==> src/rtl/debounce_pkg.sv <==
// Shared constants and helpers for the debounce bank.
// Holds clog2 and the default tick divisor / repeat timing.
package debounce_pkg;

  localparam int BOARD_CLK_HZ = 2_500_000;
  localparam int SAMPLE_HZ    = 1_000;
  localparam int DEF_TICK_DIV = BOARD_CLK_HZ / SAMPLE_HZ;
  localparam int DEF_STABLE   = 10;
  localparam int DEF_RPT_DLY  = 200;
  localparam int DEF_RPT_PER  = 50;

  // Ceil log2, never below 1 so it is always a legal width.
  function automatic int clog2(input int v);
    int r;
    int x;
    r = 0;
    x = v - 1;
    while (x > 0) begin
      r++;
      x = x >> 1;
    end
    return (r < 1) ? 1 : r;
  endfunction

endpackage

==> src/rtl/debounce_channel.sv <==
// One debounce channel: synchroniser, stability counter, edge pulses, repeat.
// Ports: clk, rst_n, i_tick, i_in -> o_level, o_press, o_release, o_repeat.
module debounce_channel
  import debounce_pkg::*;
#(
  parameter int STABLE_TICKS  = DEF_STABLE,
  parameter int SYNC_STAGES   = 2,
  parameter int REPEAT_EN     = 0,
  parameter int REPEAT_DELAY  = DEF_RPT_DLY,
  parameter int REPEAT_PERIOD = DEF_RPT_PER
) (
  input  logic clk,
  input  logic rst_n,
  input  logic i_tick,
  input  logic i_in,
  output logic o_level,
  output logic o_press,
  output logic o_release,
  output logic o_repeat
);

  localparam int CW   = clog2(STABLE_TICKS + 1);
  localparam int RMAX = (REPEAT_DELAY > REPEAT_PERIOD) ?
                        REPEAT_DELAY : REPEAT_PERIOD;
  localparam int RW   = clog2(RMAX + 1);

  localparam logic [CW-1:0] C_LAST = CW'(STABLE_TICKS - 1);
  localparam logic [RW-1:0] R_DLY  = RW'(REPEAT_DELAY);
  localparam logic [RW-1:0] R_PER  = RW'(REPEAT_PERIOD);

  logic [SYNC_STAGES-1:0] r_sync;
  logic [CW-1:0]          r_cnt;
  logic [RW-1:0]          r_rcnt;
  logic                   r_first;
  logic                   r_level;
  logic                   r_press;
  logic                   r_release;
  logic                   r_repeat;

  logic          w_s;
  logic          w_commit;
  logic [RW-1:0] w_rnext;
  logic [RW-1:0] w_rthr;

  assign w_s      = r_sync[SYNC_STAGES-1];
  assign w_commit = (w_s != r_level) && i_tick && (r_cnt == C_LAST);
  assign w_rnext  = r_rcnt + 1'b1;
  assign w_rthr   = r_first ? R_DLY : R_PER;

  always_ff @(posedge clk) begin
    if (!rst_n) begin
      r_sync    <= '0;
      r_cnt     <= '0;
      r_rcnt    <= '0;
      r_first   <= 1'b0;
      r_level   <= 1'b0;
      r_press   <= 1'b0;
      r_release <= 1'b0;
      r_repeat  <= 1'b0;
    end else begin
      r_sync    <= {r_sync[SYNC_STAGES-2:0], i_in};
      r_press   <= 1'b0;
      r_release <= 1'b0;
      r_repeat  <= 1'b0;

      if (w_s == r_level) begin
        r_cnt <= '0;
      end else if (i_tick) begin
        if (w_commit) begin
          r_level   <= w_s;
          r_cnt     <= '0;
          r_press   <= w_s;
          r_release <= ~w_s;
        end else begin
          r_cnt <= r_cnt + 1'b1;
        end
      end

      // A release commit wins over a repeat due on the same tick.
      if (REPEAT_EN != 0) begin
        if (w_commit && w_s) begin
          r_rcnt  <= '0;
          r_first <= 1'b1;
        end else if (!r_level || w_commit) begin
          r_rcnt  <= '0;
          r_first <= 1'b0;
        end else if (i_tick) begin
          if (w_rnext == w_rthr) begin
            r_repeat <= 1'b1;
            r_rcnt   <= '0;
            r_first  <= 1'b0;
          end else begin
            r_rcnt <= w_rnext;
          end
        end
      end
    end
  end

  assign o_level   = r_level;
  assign o_press   = r_press;
  assign o_release = r_release;
  assign o_repeat  = r_repeat;

endmodule

==> src/rtl/debounce_bank.sv <==
// N-channel debouncer with a shared sample-tick prescaler.
// Ports: clk, rst_n, i_async_in -> o_level, o_press, o_release, o_repeat.
module debounce_bank
  import debounce_pkg::*;
#(
  parameter int N_CH          = 5,
  parameter int TICK_DIV      = DEF_TICK_DIV,
  parameter int STABLE_TICKS  = DEF_STABLE,
  parameter int SYNC_STAGES   = 2,
  parameter int REPEAT_EN     = 0,
  parameter int REPEAT_DELAY  = DEF_RPT_DLY,
  parameter int REPEAT_PERIOD = DEF_RPT_PER
) (
  input  logic            clk,
  input  logic            rst_n,
  input  logic [N_CH-1:0] i_async_in,
  output logic [N_CH-1:0] o_level,
  output logic [N_CH-1:0] o_press,
  output logic [N_CH-1:0] o_release,
  output logic [N_CH-1:0] o_repeat
);

  localparam int PW = clog2(TICK_DIV);
  localparam logic [PW-1:0] P_LAST = PW'(TICK_DIV - 1);

  logic [PW-1:0] r_pcnt;
  logic          w_tick;

  // With TICK_DIV=1 the counter sits at 0 == P_LAST: tick every cycle.
  assign w_tick = (r_pcnt == P_LAST);

  always_ff @(posedge clk) begin
    if (!rst_n) begin
      r_pcnt <= '0;
    end else if (w_tick) begin
      r_pcnt <= '0;
    end else begin
      r_pcnt <= r_pcnt + 1'b1;
    end
  end

  for (genvar g = 0; g < N_CH; g++) begin : g_ch
    debounce_channel #(
      .STABLE_TICKS (STABLE_TICKS),
      .SYNC_STAGES  (SYNC_STAGES),
      .REPEAT_EN    (REPEAT_EN),
      .REPEAT_DELAY (REPEAT_DELAY),
      .REPEAT_PERIOD(REPEAT_PERIOD)
    ) u_ch (
      .clk      (clk),
      .rst_n    (rst_n),
      .i_tick   (w_tick),
      .i_in     (i_async_in[g]),
      .o_level  (o_level[g]),
      .o_press  (o_press[g]),
      .o_release(o_release[g]),
      .o_repeat (o_repeat[g])
    );
  end

endmodule

==> config.mk <==
export PLATFORM = sky130hd
export DESIGN_NAME = debounce_bank
export DESIGN_NICKNAME = d
export VERILOG_FILES = /design/src/rtl/debounce_pkg.sv /design/src/rtl/debounce_channel.sv /design/src/rtl/debounce_bank.sv
export SDC_FILE = /design/constraint.sdc
export NUM_CORES = 1
export LEC_CHECK = 0
export ABC_AREA = 1
export CORE_UTILIZATION = 53
export CTS_BUF_LIST = sky130_fd_sc_hd__clkbuf_8
export CTS_CLUSTER_SIZE = 24
export DETAILED_ROUTE_END_ITERATION = 8
export PLACE_DENSITY = 0.78
export SYNTH_ARGS = -nofsm -noshare
export SYNTH_HDL_FRONTEND = slang
export SYNTH_SLANG_ARGS = --single-unit
==> constraint.sdc <==
create_clock -name clk -period 1.3 [get_ports clk]
set_input_delay 0.26 -clock clk [delete_from_list [all_inputs] [get_ports clk]]
set_output_delay 0.26 -clock clk [all_outputs]
set_load 0.02 [all_outputs]
==> results.md <==
- Run status: finished, violations left
- Failing checks: negative setup slack
- Post-synth EDFFs: 0
- DRC viols: 0
- Dpl hpwl: between 3000 and 4000 um
- Total core area: 4850 um^2
- Flip-flop and latch count after synthesis: between 50 and 60
- Proportion of register bits with asynchronous set or reset after synthesis: 0
- Dpl ws: -0.137 ns
- Overall Power: between 3000 and 4000 uW
- Vertical die dimension: around 74 um
- Worst clock skew on the final layout: 0.00818 ns
- Min-Delay Startpoint: g_ch[3].u_ch.r_sync[0]$_SDFF_PN0_
- Count of H-tree levels built during CTS: 3
- Number of diodes added for antenna fixing: 0
- Deepest clock path buffer count: 2
- Global-route congestion overflow total: 0
- Number of distinct standard cells referenced by the synthesized netlist: 26
- Net switching fraction of the power: 0.227
- Wire length after detailed routing: 6270 um
- Endpoints failing hold: 0
- Clock-pin transition on the worst setup and hold timing paths: about 0.07 ns
- Endpoint of the worst hold path: g_ch[3].u_ch.r_sync[1]$_SDFF_PN0_
- Switching pwr: around 800 uW
- Initial drt markers: roughly 190
- Period utilization: 1.05
- Global routing usage summed across all routing layers: 0.236
- Final-report setup violation count: 15
- Source-to-sink clock delay at the later pin of the worst-skew pair: approximately 0.33 ns
- Max cap viols: 0
- Setup slack of the critical path after layout: -0.0707 ns
- Largest voltage drop on the vdd net: around 0.96 mV
- Clock Tree Root: sky130_fd_sc_hd__clkbuf_8
- Boundary pin count: 27
- Clock tree from TritonCTS: built
- Seq/Total Area, Yosys: 0.418
- Placer congestion estimate: around 0.79
- Most instantiated library cell after synthesis: sky130_fd_sc_hd__nand2_1
- Register share of total power: 0.499
- Startpoint of the worst-slack reg-to-reg timing path: r_pcnt[0]$_SDFF_PP0_
- Type of destination of the critical path: flop
- Starting density of the core: 0.563
- Die width: about 74 um
- Number of cells on the worst reg-to-reg path: 9
- Leak: around 0.0016 uW
- Register-to-register path setup slack: -0.07 ns
- Data arrival time of the critical path: 1.64 ns
- Via count of the first global-routing pass: ~2,300
- Final min period: 1.37 ns
- Worst hold path cell count: 2
- Cts bufs inserted: 9
- Sinks on the clock net: 57
- Synth Instances: 372
- Top cells by count, synth: sky130_fd_sc_hd__nand2_1, sky130_fd_sc_hd__dfxtp_1, sky130_fd_sc_hd__nor2_1, sky130_fd_sc_hd__inv_1, sky130_fd_sc_hd__nand3_1
- Largest net degree at the start of global routing: 14
- Antenna Violating Nets Remaining: 0
- Clock Power Share: 0.453
- Total number of yosys warnings: 0
- Fmax achieved: 730 MHz
- Synth-to-Final Area Change: 33.3%
- Power density normalized to cell area: slightly below 1000 nW/um^2
- Setup repair after global routing missed its margin: true
- Avg WL per Cell: ~12 um
- First drt pass iteration count: 4
- Synth top area share: 0.418
- Synth Area per Inst: about 7.3 um^2
- Average via count per standard cell: approximately 5
- Utilization after layout: 0.750
- Antenna violations before repair: 0
- Final layout net count: 448
- Rows: 25
- Critical path type: flop to flop
- Hold/Removal Path Class: flop to flop
- Wire length of the first global-routing pass: 9730 um
- Int Pwr: around 2800 uW
- Area of the die: around 5400 um^2
- Total non-filler cell area in the finished layout: around 3600 um^2
- Worst Path Max Fanout: 6
- Data required time at the worst endpoint: roughly 1.6 ns
- Share of total power in combinational logic: 0.049
- Top cells by area in the synthesized netlist: sky130_fd_sc_hd__dfxtp_1, sky130_fd_sc_hd__nand2_1, sky130_fd_sc_hd__nor2_1, sky130_fd_sc_hd__inv_1, sky130_fd_sc_hd__buf_4
- Worst r2r dst: g_ch[2].u_ch.r_cnt[3]$_SDFFE_PP0N_
- Vias post-DR: roughly 2,500
- Area after DPL: between 3000 and 4000 um^2
- Largest area contributor in the netlist: sky130_fd_sc_hd__dfxtp_1
- Total count of max-transition violations in the final report: 0
- Summed instance area of the synthesized netlist: approximately 2700 um^2
- Fraction of layout instances using a drive strength above 1: 0.303
- Count of port buffers added during placement: 21
- Primary flip-flop cell chosen by synthesis mapping: sky130_fd_sc_hd__dfxtp_1
- Kind of launch point of the worst setup path: flop
## layout by cell type, fill, tap and decap left out, types with 10 or more instances in the layout
cell                             n
sky130_fd_sc_hd__nand4_1        17
sky130_fd_sc_hd__nor2_1         46
sky130_fd_sc_hd__nand2_2        12
sky130_fd_sc_hd__ha_1           10
sky130_fd_sc_hd__dfxtp_1        48
sky130_fd_sc_hd__nand2_1        74
sky130_fd_sc_hd__inv_1          45
sky130_fd_sc_hd__buf_4          38
sky130_fd_sc_hd__nand3_1        19
sky130_fd_sc_hd__dlygate4sd2_1  10
sky130_fd_sc_hd__clkbuf_8       10
## per-layer routing
metal,track usage,routed length [um],up-vias,part of all wire
met5,0,0,-,0
met4,0.0962,127,0,0.020
met3,0.0453,259,12,0.041
met2,0.421,3190,64,0.51
met1,0.275,2690,1171,0.43
li1,-,-,1247,-
## area by class of cell
class / instances / area (um^2)
Clock buffer: 10 / 138
Clock inverter: 6 / 57.6
Fill cell: 337 / 1210
Inverter: 53 / 204
Multi-Input combinational cell: 237 / 1360
Sequential cell: 57 / 1150
Tap cell: 67 / 83.8
Timing Repair Buffer: 71 / 638
Timing Repair inverter: 1 / 7.51
## kinds of logic (layout without fill, tap and decap cells)
| logic type | after synthesis | count (layout) | synth area share |
|---|---|---|---|
| AO/OA/AOI/OAI | 13 | 13 | 0.0248 |
| XOR/XNOR | 10 | 10 | 0.0321 |
| adder cells (fa/ha/maj) | 11 | 11 | 0.0505 |
| buffers and inverters | 82 | 141 | 0.150 |
| flip-flops | 57 | 57 | 0.418 |
| other | 1 | 5 | 0.00137 |
| AND/OR/NAND/NOR | 198 | 198 | 0.322 |
## what timing repair did
item / 4_1_cts / 5_1_grt
endpoints found under the hold margin: 0 / 0
pin swaps: 10 / 11
setup buffers: 6 / 8
resized for setup: 41 / 49
endpoints found under the setup margin: 54 / 49
cloned: 2 / 2
hold buffers: 0 / 0
## how the worst max path moves through the flow
stage	start	end	slack, ns
after global placement	rst_n	g_ch[4].u_ch.r_cnt[1]$_SDFFE_PP0N_	-0.10
after detailed placement	rst_n	g_ch[4].u_ch.o_release$_SDFF_PP0_	-0.14
after CTS	r_pcnt[0]$_SDFF_PP0_	g_ch[0].u_ch.r_cnt[2]$_SDFFE_PP0N_	-0.08
after global routing	r_pcnt[0]$_SDFF_PP0_	g_ch[2].u_ch.r_cnt[3]$_SDFFE_PP0N_	-0.18
after floorplan	r_pcnt[0]$_SDFF_PP0_	g_ch[2].u_ch.r_cnt[2]$_SDFFE_PP0N_	0.009
final	r_pcnt[0]$_SDFF_PP0_	g_ch[2].u_ch.r_cnt[3]$_SDFFE_PP0N_	-0.07
## sequential cells by signal (all words and copies together), names as in the netlist
name	cells
g_ch.u_ch.r_cnt	20
g_ch.u_ch.o_press	5
g_ch.u_ch.o_release	5
g_ch.u_ch.r_sync	10
r_pcnt	12
g_ch.u_ch.o_level	5
## power by group through the flow
stage | logic [uW] | clock network [uW] | registers [uW]
after global placement | 136 | 0 | 1820
after detailed placement | 141 | 0 | 1820
final | 175 | 1620 | 1790
after CTS | 165 | 1620 | 1790
after floorplan | 97.1 | 0 | 1820
after global routing | 193 | 1700 | 1790
## worst max-delay path, stage by stage, from the launching register on
cell                      delay, ns
sky130_fd_sc_hd__dfxtp_2       0.36
sky130_fd_sc_hd__ha_4          0.15
sky130_fd_sc_hd__nand2_4       0.07
sky130_fd_sc_hd__nor3_4        0.16
sky130_fd_sc_hd__buf_4         0.16
sky130_fd_sc_hd__buf_6         0.12
sky130_fd_sc_hd__nand3_1       0.08
sky130_fd_sc_hd__nand2_1       0.09
sky130_fd_sc_hd__nand2_1       0.07
sky130_fd_sc_hd__nor2_1        0.07
## stage by stage
stage,hold WS [ns],TNS (ns),std cells
CTS,0.413,-0.669,493
global placement,0.393,-2.07,469
global route,0.431,-3.12,502
finish,0.412,-0.487,502
floorplan,0.358,0,376
detailed placement,0.398,-2.75,469
Power figures use the tool's default switching activity.
